===== config.mk =====
export PLATFORM = sky130hd
export DESIGN_NAME = ch3_wave_gen
export DESIGN_NICKNAME = d
export VERILOG_FILES = /design/src/rtl/ch3_wave_gen.sv
export SDC_FILE = /design/constraint.sdc
export NUM_CORES = 1
export LEC_CHECK = 0
export ABC_AREA = 1
export CAP_MARGIN = 5
export CORE_UTILIZATION = 35
export CTS_CLUSTER_SIZE = 16
export DETAILED_ROUTE_END_ITERATION = 6
export SKIP_LAST_GASP = 1
export SLEW_MARGIN = 20
export SYNTH_ARGS = -nofsm -noshare
export SYNTH_HDL_FRONTEND = slang
export SYNTH_SLANG_ARGS = --single-unit

===== constraint.sdc =====
create_clock -name cery_2mhz -period 1.8 [get_ports cery_2mhz]
set_clock_uncertainty 0.1 [all_clocks]
set_input_delay 0.36 -clock cery_2mhz [delete_from_list [all_inputs] [get_ports cery_2mhz]]
set_output_delay 0.36 -clock cery_2mhz [all_outputs]
set_load 0.02 [all_outputs]

===== src/rtl/ch3_wave_gen.sv =====
// Channel 3 wave playback engine: frequency/position counters, wave RAM fetch,
// volume shift and length counter feeding the 4-bit sample to the mixer.
module ch3_wave_gen (
    input  logic        cery_2mhz,
    input  logic        napu_reset,
    input  logic        nff1a_d7,
    input  logic        ff1b_wr,
    input  logic [7:0]  ff1b_d,
    input  logic        ff1c_d5,
    input  logic        ff1c_d6,
    input  logic [7:0]  ff1d_d,
    input  logic [2:0]  ff1e_d,
    input  logic        ff1e_d6,
    input  logic        ch3_trig,
    input  logic        len_tick,
    input  logic [7:0]  wave_data,
    output logic        wave_rd,
    output logic [3:0]  wave_addr,
    output logic [10:0] freq_cnt,
    output logic        ch3_active,
    output logic [3:0]  ch3_out
);

    logic [10:0] freq;
    logic        dac_on;
    logic [1:0]  vol;

    logic [10:0] freq_cnt_q, freq_cnt_d;
    logic [4:0]  pos_q, pos_d;
    logic [4:0]  pos_inc;
    logic [3:0]  sample_nib_q, sample_nib_d;
    logic [7:0]  len_cnt_q, len_cnt_d;
    logic        len_done_q, len_done_d;
    logic        len_done_eff;
    logic        len_expire;
    logic        active_q, active_d;
    logic        rd_q, rd_d;
    logic        sel_lo_q, sel_lo_d;
    logic [3:0]  addr_q, addr_d;
    logic [3:0]  out_q, out_d;
    logic [3:0]  scaled;

    assign freq    = {ff1e_d, ff1d_d};
    assign dac_on  = ~nff1a_d7;
    assign vol     = {ff1c_d6, ff1c_d5};
    assign pos_inc = pos_q + 5'd1;

    // Frequency counter, wave position and fetch request; trigger wins over overflow.
    always_comb begin
        freq_cnt_d = freq_cnt_q;
        pos_d      = pos_q;
        rd_d       = 1'b0;
        addr_d     = addr_q;
        sel_lo_d   = sel_lo_q;
        if (ch3_trig) begin
            freq_cnt_d = freq;
            pos_d      = 5'd0;
        end else if (active_q && dac_on) begin
            if (freq_cnt_q == 11'h7FF) begin
                freq_cnt_d = freq;
                pos_d      = pos_inc;
                rd_d       = 1'b1;
                addr_d     = pos_inc[4:1];
                sel_lo_d   = pos_inc[0];
            end else begin
                freq_cnt_d = freq_cnt_q + 11'd1;
            end
        end
    end

    // Capture the fetched nibble the cycle after the read request; a trigger does not refetch.
    always_comb begin
        sample_nib_d = sample_nib_q;
        if (rd_q) begin
            sample_nib_d = sel_lo_q ? wave_data[3:0] : wave_data[7:4];
        end
    end

    // Length counter: a trigger clears done before a coincident tick is counted.
    always_comb begin
        len_cnt_d    = len_cnt_q;
        len_expire   = 1'b0;
        len_done_eff = ch3_trig ? 1'b0 : len_done_q;
        len_done_d   = len_done_eff;
        if (ff1b_wr) begin
            len_cnt_d  = ff1b_d;
            len_done_d = 1'b0;
        end else if (len_tick && ff1e_d6 && !len_done_eff) begin
            len_cnt_d = len_cnt_q + 8'd1;
            if (len_cnt_q == 8'hFF) begin
                len_done_d = 1'b1;
                len_expire = 1'b1;
            end
        end
    end

    // Channel active flag: DAC off beats trigger, trigger beats length expiry.
    always_comb begin
        active_d = active_q;
        if (len_expire) begin
            active_d = 1'b0;
        end
        if (ch3_trig && dac_on) begin
            active_d = 1'b1;
        end
        if (!dac_on) begin
            active_d = 1'b0;
        end
    end

    // Volume shift on the held nibble, muted when the channel or DAC is off.
    always_comb begin
        scaled = 4'd0;
        unique case (vol)
            2'd0: scaled = 4'd0;
            2'd1: scaled = sample_nib_q;
            2'd2: scaled = sample_nib_q >> 1;
            2'd3: scaled = sample_nib_q >> 2;
            default: scaled = 4'd0;
        endcase
        out_d = (active_d && dac_on) ? scaled : 4'd0;
    end

    // State registers.
    always_ff @(posedge cery_2mhz or negedge napu_reset) begin
        if (!napu_reset) begin
            freq_cnt_q   <= 11'd0;
            pos_q        <= 5'd0;
            sample_nib_q <= 4'd0;
            len_cnt_q    <= 8'd0;
            len_done_q   <= 1'b0;
            active_q     <= 1'b0;
            rd_q         <= 1'b0;
            sel_lo_q     <= 1'b0;
            addr_q       <= 4'd0;
            out_q        <= 4'd0;
        end else begin
            freq_cnt_q   <= freq_cnt_d;
            pos_q        <= pos_d;
            sample_nib_q <= sample_nib_d;
            len_cnt_q    <= len_cnt_d;
            len_done_q   <= len_done_d;
            active_q     <= active_d;
            rd_q         <= rd_d;
            sel_lo_q     <= sel_lo_d;
            addr_q       <= addr_d;
            out_q        <= out_d;
        end
    end

    assign wave_rd    = rd_q;
    assign wave_addr  = addr_q;
    assign freq_cnt   = freq_cnt_q;
    assign ch3_active = active_q;
    assign ch3_out    = out_q;

endmodule


==> impl_metrics.json, run 1 <==
{
  "crit_path_top_delay_cell": "clkdlybuf4s50_1",
  "synthCells": 286,
  "die_x_microns": 82.0,
  "via_per_inst": 4.70,
  "area_growth_pct": 39.0,
  "routed_wirelength_mm": 5.09,
  "clk_latency_ns": 0.29,
  "fp.dieH_microns": 82.0,
  "first_pass_iters": 4,
  "fillers": 592,
  "synth.area.mux_share_pct": 0,
  "cp-end-kind": "output port",
  "synthAdderAreaFrac_pct": 1.67,
  "dieArea_sq_um": 6730,
  "cts-htree-levels": 2,
  "register_area_sq_um": 1000,
  "n_antenna_cell": 0,
  "nNetsFinal": 402,
  "critPathMaxStageDelay_ns": 0.62,
  "multiInputGateArea_sq_um": 1080,
  "ys_dominant_reg_cell": "dfrtp_1",
  "cp_num_buf_inv": 1,
  "powerDensity_nw_per_um2": 747,
  "ir_drop_mv": 0.367,
  "cp_max_fo": 2,
  "ios": 57,
  "synth.largest_area_cell": "dfrtp_1",
  "postLayoutCellArea_sq_um": 3120,
  "rows": 28,
  "mostFrequentLayoutCells": "89 x nand2_1, 43 x clkdlybuf4s50_1, 40 x dfrtp_1, 31 x inv_1, 26 x nor2_1",
  "setup_viol": 0,
  "drc": 0,
  "dr_total_vias": 2064,
  "fmax_ghz": 0.578,
  "dpl-instance-area_sq_um": 2980,
  "ys_ff_latch": 40,
  "synth_xor_area_share_pct": 3.91,
  "finalCritPeriodShare_pct": 96.0,
  "worst_pin_slew_ns": 0.516,
  "grt_pass1_vias": 1938,
  "yosysWarnings": 0,
  "final_util_pct": 51.4,
  "async_flop_share_pct": 100,
  "layout_min_cycle_time_ns": 1.73,
  "hold_class": "input pin to async pin",
  "grt.overflow.total": 0,
  "yosysUniqueCellTypes": 33,
  "drive_above_1_share_pct": 13.5,
  "crit_chain": "clkdlybuf4s50_1",
  "yosysSeqAreaShare_pct": 44.6,
  "layout_commonest_cell": "nand2_1",
  "port_buffers": 56,
  "dp_hpwl_mm": 3.86,
  "synth-compound-area-share_pct": 9.04,
  "synth_area_sq_um": 2240,
  "critPathLaunchType": "flip-flop",
  "max_slew_margin_pct": 65.6,
  "clk_path_buf_depth": 2,
  "grt_pass1_wl_mm": 8.65,
  "synth_top_family_by_area": "simple AND/OR/NAND/NOR gates",
  "synth_fp_nets": 325,
  "antenna_found_initial": 0,
  "routabilityCongestion": 0.849,
  "synth_top_area_share_pct": 44.6,
  "clk_pin_slew_ns": 0.08,
  "required_ns": 1.34,
  "first_iter_violations": 98,
  "grt_max_degree": 41,
  "avgSynthCellArea_sq_um": 7.84,
  "cts.sinks": 40,
  "p_leak_nw": 1.56,
  "root_buffer": "clkbuf_8",
  "cts_tree": "yes",
  "synth-simple-area-share_pct": 33.5,
  "drv_slew": 0,
  "core_region_area_sq_um": 6060,
  "cts_hold_buffers": 0,
  "synth_area_leaders": "dfrtp_1 45%, nand2_1 15%, nand3_1 5.4%",
  "initial_core_util_pct": 37.0,
  "maxCapViolCount": 0,
  "track_usage_pct": 17.1,
  "antenna_left": 0,
  "worst-setup-path-type": "flip-flop to output port",
  "hold_viol": 0,
  "arrival_ns": 1.27,
  "cts_made_buffers": 5,
  "critical_path.top_delay_family": "buffers and inverters",
  "status": "completed",
  "wl_per_cell_microns": 11.6,
  "synth_edf_count": 0
}
-- sequential cells by signal (all words and copies together) (netlist names) --
| name | cells |
|---|---|
| freq_cnt | 11 |
| len_cnt_q | 8 |
| pos_q | 5 |
| ch3_out | 4 |
| sample_nib_q | 4 |
| wave_addr | 4 |
| ch3_active | 1 |
| len_done_q | 1 |
| sel_lo_q | 1 |
| wave_rd | 1 |
-- final cells by class --
class                   instances  area share [%]
multi-input cells             208            34.7
clock buffers                   6            2.65
repair buffers                 74            22.2
flip-flops and latches         40            32.1
inverters                      34            4.10
well taps                      75            3.01
clock inverters                 2            1.24
-- synthesized netlist by cell type, types with 2 or more instances --
library cell	instances
nand3_1	24
inv_1	31
dfrtp_1	40
o21ai_0	10
xnor2_1	3
nor2_1	26
ha_1	3
o22ai_1	6
o211ai_1	2
buf_6	2
nand2_1	89
a21oi_1	6
nor3_1	2
nand4_1	5
nand3b_1	2
nand3_2	2
inv_2	2
nand2_2	5
a31oi_1	3
xor2_1	7
nor2_4	3
a21oi_2	2
-- what timing repair did --
action                     CTS  global route
setup endpoints to repair    8            20
buffers inserted             0             2
resized for setup            8             5
-- logic make-up after synthesis --
kind of cell / count (synthesis)
simple gates: 163
flops: 40
buf+inv: 38
compound gates: 32
xor+xnor: 10
fa+ha+maj: 3
-- final timing paths --
path,end,slack (ns),cells past startpoint,start
setup / recovery,wave_rd,0.07,1,wave_rd
hold / removal,len_cnt_q[2],0.03,2,napu_reset
setup reg to reg,pos_q[2],0.15,7,freq_cnt[1]
hold reg to reg,wave_addr[1],0.39,2,wave_addr[1]
max in group asynchronous,freq_cnt[5],1.22,2,napu_reset
min in group cery_2mhz,wave_addr[1],0.39,2,wave_addr[1]
-- layer usage --
metal / up-vias / track usage [%] / wire length (microns)
met3: 4 / 3.89 / 170
met4: 0 / 5.44 / 41
met5: - / 0 / 0
met1: 958 / 22.3 / 2470
met2: 31 / 27.7 / 2410
li1: 1071 / - / -
-- report_power, final --
group	internal, mW	switching [mW]	leakage (nW)	total (mW)
logic	0.251	0.274	1.00	0.525
clock network	0.453	0.320	0.0614	0.774
registers	0.959	0.0705	0.494	1.03
-- through the flow --
step	setup TNS (ns)	hold WS, ns	power, mW	worst slack, ns	cells
after detailed placement	-0.0830	0.362	1.58	-0.0246	429
after CTS	0	0.0315	2.35	0.0116	437
after global routing	-0.00723	0.0652	2.48	-0.00723	439
after global placement	0	0.357	1.58	0.00115	429
after floorplan	0	-0.0356	1.32	0.137	286
final	0	0.0267	2.33	0.0711	439
Power figures use the tool's default switching activity.
==> run 2, diff against run 1 <==
--- a/config.mk
+++ b/config.mk
@@ -10,6 +10,8 @@
 export CORE_UTILIZATION = 35
 export CTS_CLUSTER_SIZE = 16
 export DETAILED_ROUTE_END_ITERATION = 6
+export DONT_BUFFER_PORTS = 1
+export PLACE_DENSITY_LB_ADDON = 0.25
 export SKIP_LAST_GASP = 1
 export SLEW_MARGIN = 20
 export SYNTH_ARGS = -nofsm -noshare
==> run 2 against run 1 <==
  * Clock power fell by 1%
  * First-iteration DRC count fell by 39%
  * Register-to-register slack about the same
  * Wire length decreased by 3.3%
  * Core utilization is 9.1 points lower
  * Final cell count is 13% lower
  * Combinational power shrank 21%
  * Via count decreased by 9.3%
  * Die area unchanged
  * Critical path depth up 8
  * Non-clock buffer count shrank 57
==> impl_metrics.json, run 2 (same netlist as run 1, synthesis figures left out) <==
{
  "grt_max_degree": 41,
  "maxCapViolCount": 0,
  "setup_viol": 0,
  "die_x_microns": 82.0,
  "grt_setup_unrepaired": "no",
  "final_util_pct": 42.3,
  "grt.overflow.total": 0,
  "hold_class": "input pin to flip-flop",
  "largest_register_ffs": 11,
  "fp.dieH_microns": 82.0,
  "swShare_pct": 30.4,
  "ir_drop_mv": 0.494,
  "grt_pass1_wl_mm": 8.49,
  "cts-htree-levels": 2,
  "p_leak_nw": 1.28,
  "first_pass_iters": 4,
  "finalCritPeriodShare_pct": 91.6,
  "switchingPower_mw": 0.671,
  "worst_pin_slew_ns": 0.396,
  "drv_slew": 0,
  "initial_core_util_pct": 37.0,
  "critical_path.top_delay_family": "simple AND/OR/NAND/NOR gates",
  "routabilityCongestion": 0.811,
  "worst-setup-path-type": "flip-flop to flip-flop",
  "dpl-instance-area_sq_um": 2410,
  "tns_ns": 0,
  "first_iter_violations": 60,
  "cp_max_fo": 6,
  "powerDensity_nw_per_um2": 862,
  "nNetsFinal": 345,
  "dp_cells": 371,
  "crit_path_top_delay_cell": "dfrtp_1",
  "layout_commonest_cell": "nand2_1",
  "postLayoutCellArea_sq_um": 2560,
  "arrival_ns": 1.74,
  "dr_total_vias": 1872,
  "root_buffer": "clkbuf_8",
  "mostFrequentLayoutCells": "89 x nand2_1, 40 x dfrtp_1, 31 x inv_1, 26 x nor2_1, 24 x nand3_1",
  "cts.sinks": 40,
  "reg2reg_slack_ns": 0.15,
  "max_slew_margin_pct": 73.6,
  "power_mw": 2.21,
  "clockPowerShare_pct": 34.6,
  "fmax_ghz": 0.607,
  "holdWs_ns": 0.0252,
  "layout_setup_ws_ns": 0.152,
  "status": "completed",
  "layout_min_cycle_time_ns": 1.65,
  "ios": 57,
  "cp-end-kind": "flip-flop",
  "drc": 0,
  "pwr-share-seq_pct": 46.5,
  "stdcell_count": 382,
  "register_area_sq_um": 1000,
  "p_comb_share_pct": 18.9,
  "internal-power_mw": 1.54,
  "multiInputGateArea_sq_um": 1080,
  "cts_made_buffers": 5,
  "rows": 28,
  "wl_per_cell_microns": 12.9,
  "port_buffers": 0,
  "antenna_left": 0,
  "critPathMaxStageDelay_ns": 0.36,
  "hold_viol": 0,
  "area_growth_pct": 14.2,
  "drive_above_1_share_pct": 14.3,
  "critPathLaunchType": "flip-flop",
  "routed_wirelength_mm": 4.92,
  "fillers": 619,
  "via_per_inst": 4.90,
  "required_ns": 1.89,
  "dp_hpwl_mm": 3.73,
  "grt_pass1_vias": 1922,
  "clk_path_buf_depth": 2,
  "clk_pin_slew_ns": 0.08,
  "n_antenna_cell": 0,
  "core_region_area_sq_um": 6060,
  "antenna_found_initial": 0,
  "cp_num_buf_inv": 1,
  "dp_slack_ns": 0.146,
  "crit_chain": "ha_1 > nand2_2 > nor2_4 > nand3_4 > nand2_2 > buf_4 > nand2_1 > nand3_1 > nand2_1",
  "dieArea_sq_um": 6730,
  "cts_tree": "yes",
  "track_usage_pct": 16.5,
  "clk_latency_ns": 0.29
}
[run 2: cell type report]
type,instances,share of cell area [%]
repair buffers,17,5.67
multi-input cells,208,42.1
clock inverters,3,1.81
clock buffers,5,2.69
well taps,75,3.66
inverters,34,4.98
flip-flops and latches,40,39.1
[run 2: per-layer routing]
metal	up-vias	wire (microns)	global-route usage (%)
li1	954	-	-
met1	878	2210	19.4
met2	36	2370	28.1
met3	4	296	6.22
met4	0	41	4.21
met5	-	0	0
[run 2: path summary, 6_finish.rpt]
kind | startpoint | cells past startpoint | endpoint
hold reg to reg | pos_q[4] | 2 | pos_q[4]
setup reg to reg | freq_cnt[0] | 9 | freq_cnt[3]
setup / recovery | freq_cnt[0] | 9 | freq_cnt[3]
hold / removal | ch3_trig | 1 | wave_rd
max in group asynchronous | napu_reset | 2 | len_cnt_q[3]
min in group asynchronous | napu_reset | 2 | len_cnt_q[1]
[run 2: power groups by stage]
stage	clock network (mW)	registers (mW)	logic (mW)
after floorplan	0	1.09	0.230
after global placement	0	1.04	0.390
after detailed placement	0	1.04	0.394
after CTS	0.792	1.03	0.421
after global routing	0.834	1.04	0.474
final	0.764	1.03	0.416
[run 2: repair_timing]
item	in CTS	in global routing
hold buffers	2	1
resized for setup	0	0
endpoints found under the hold margin	40	1
buffers inserted	0	0
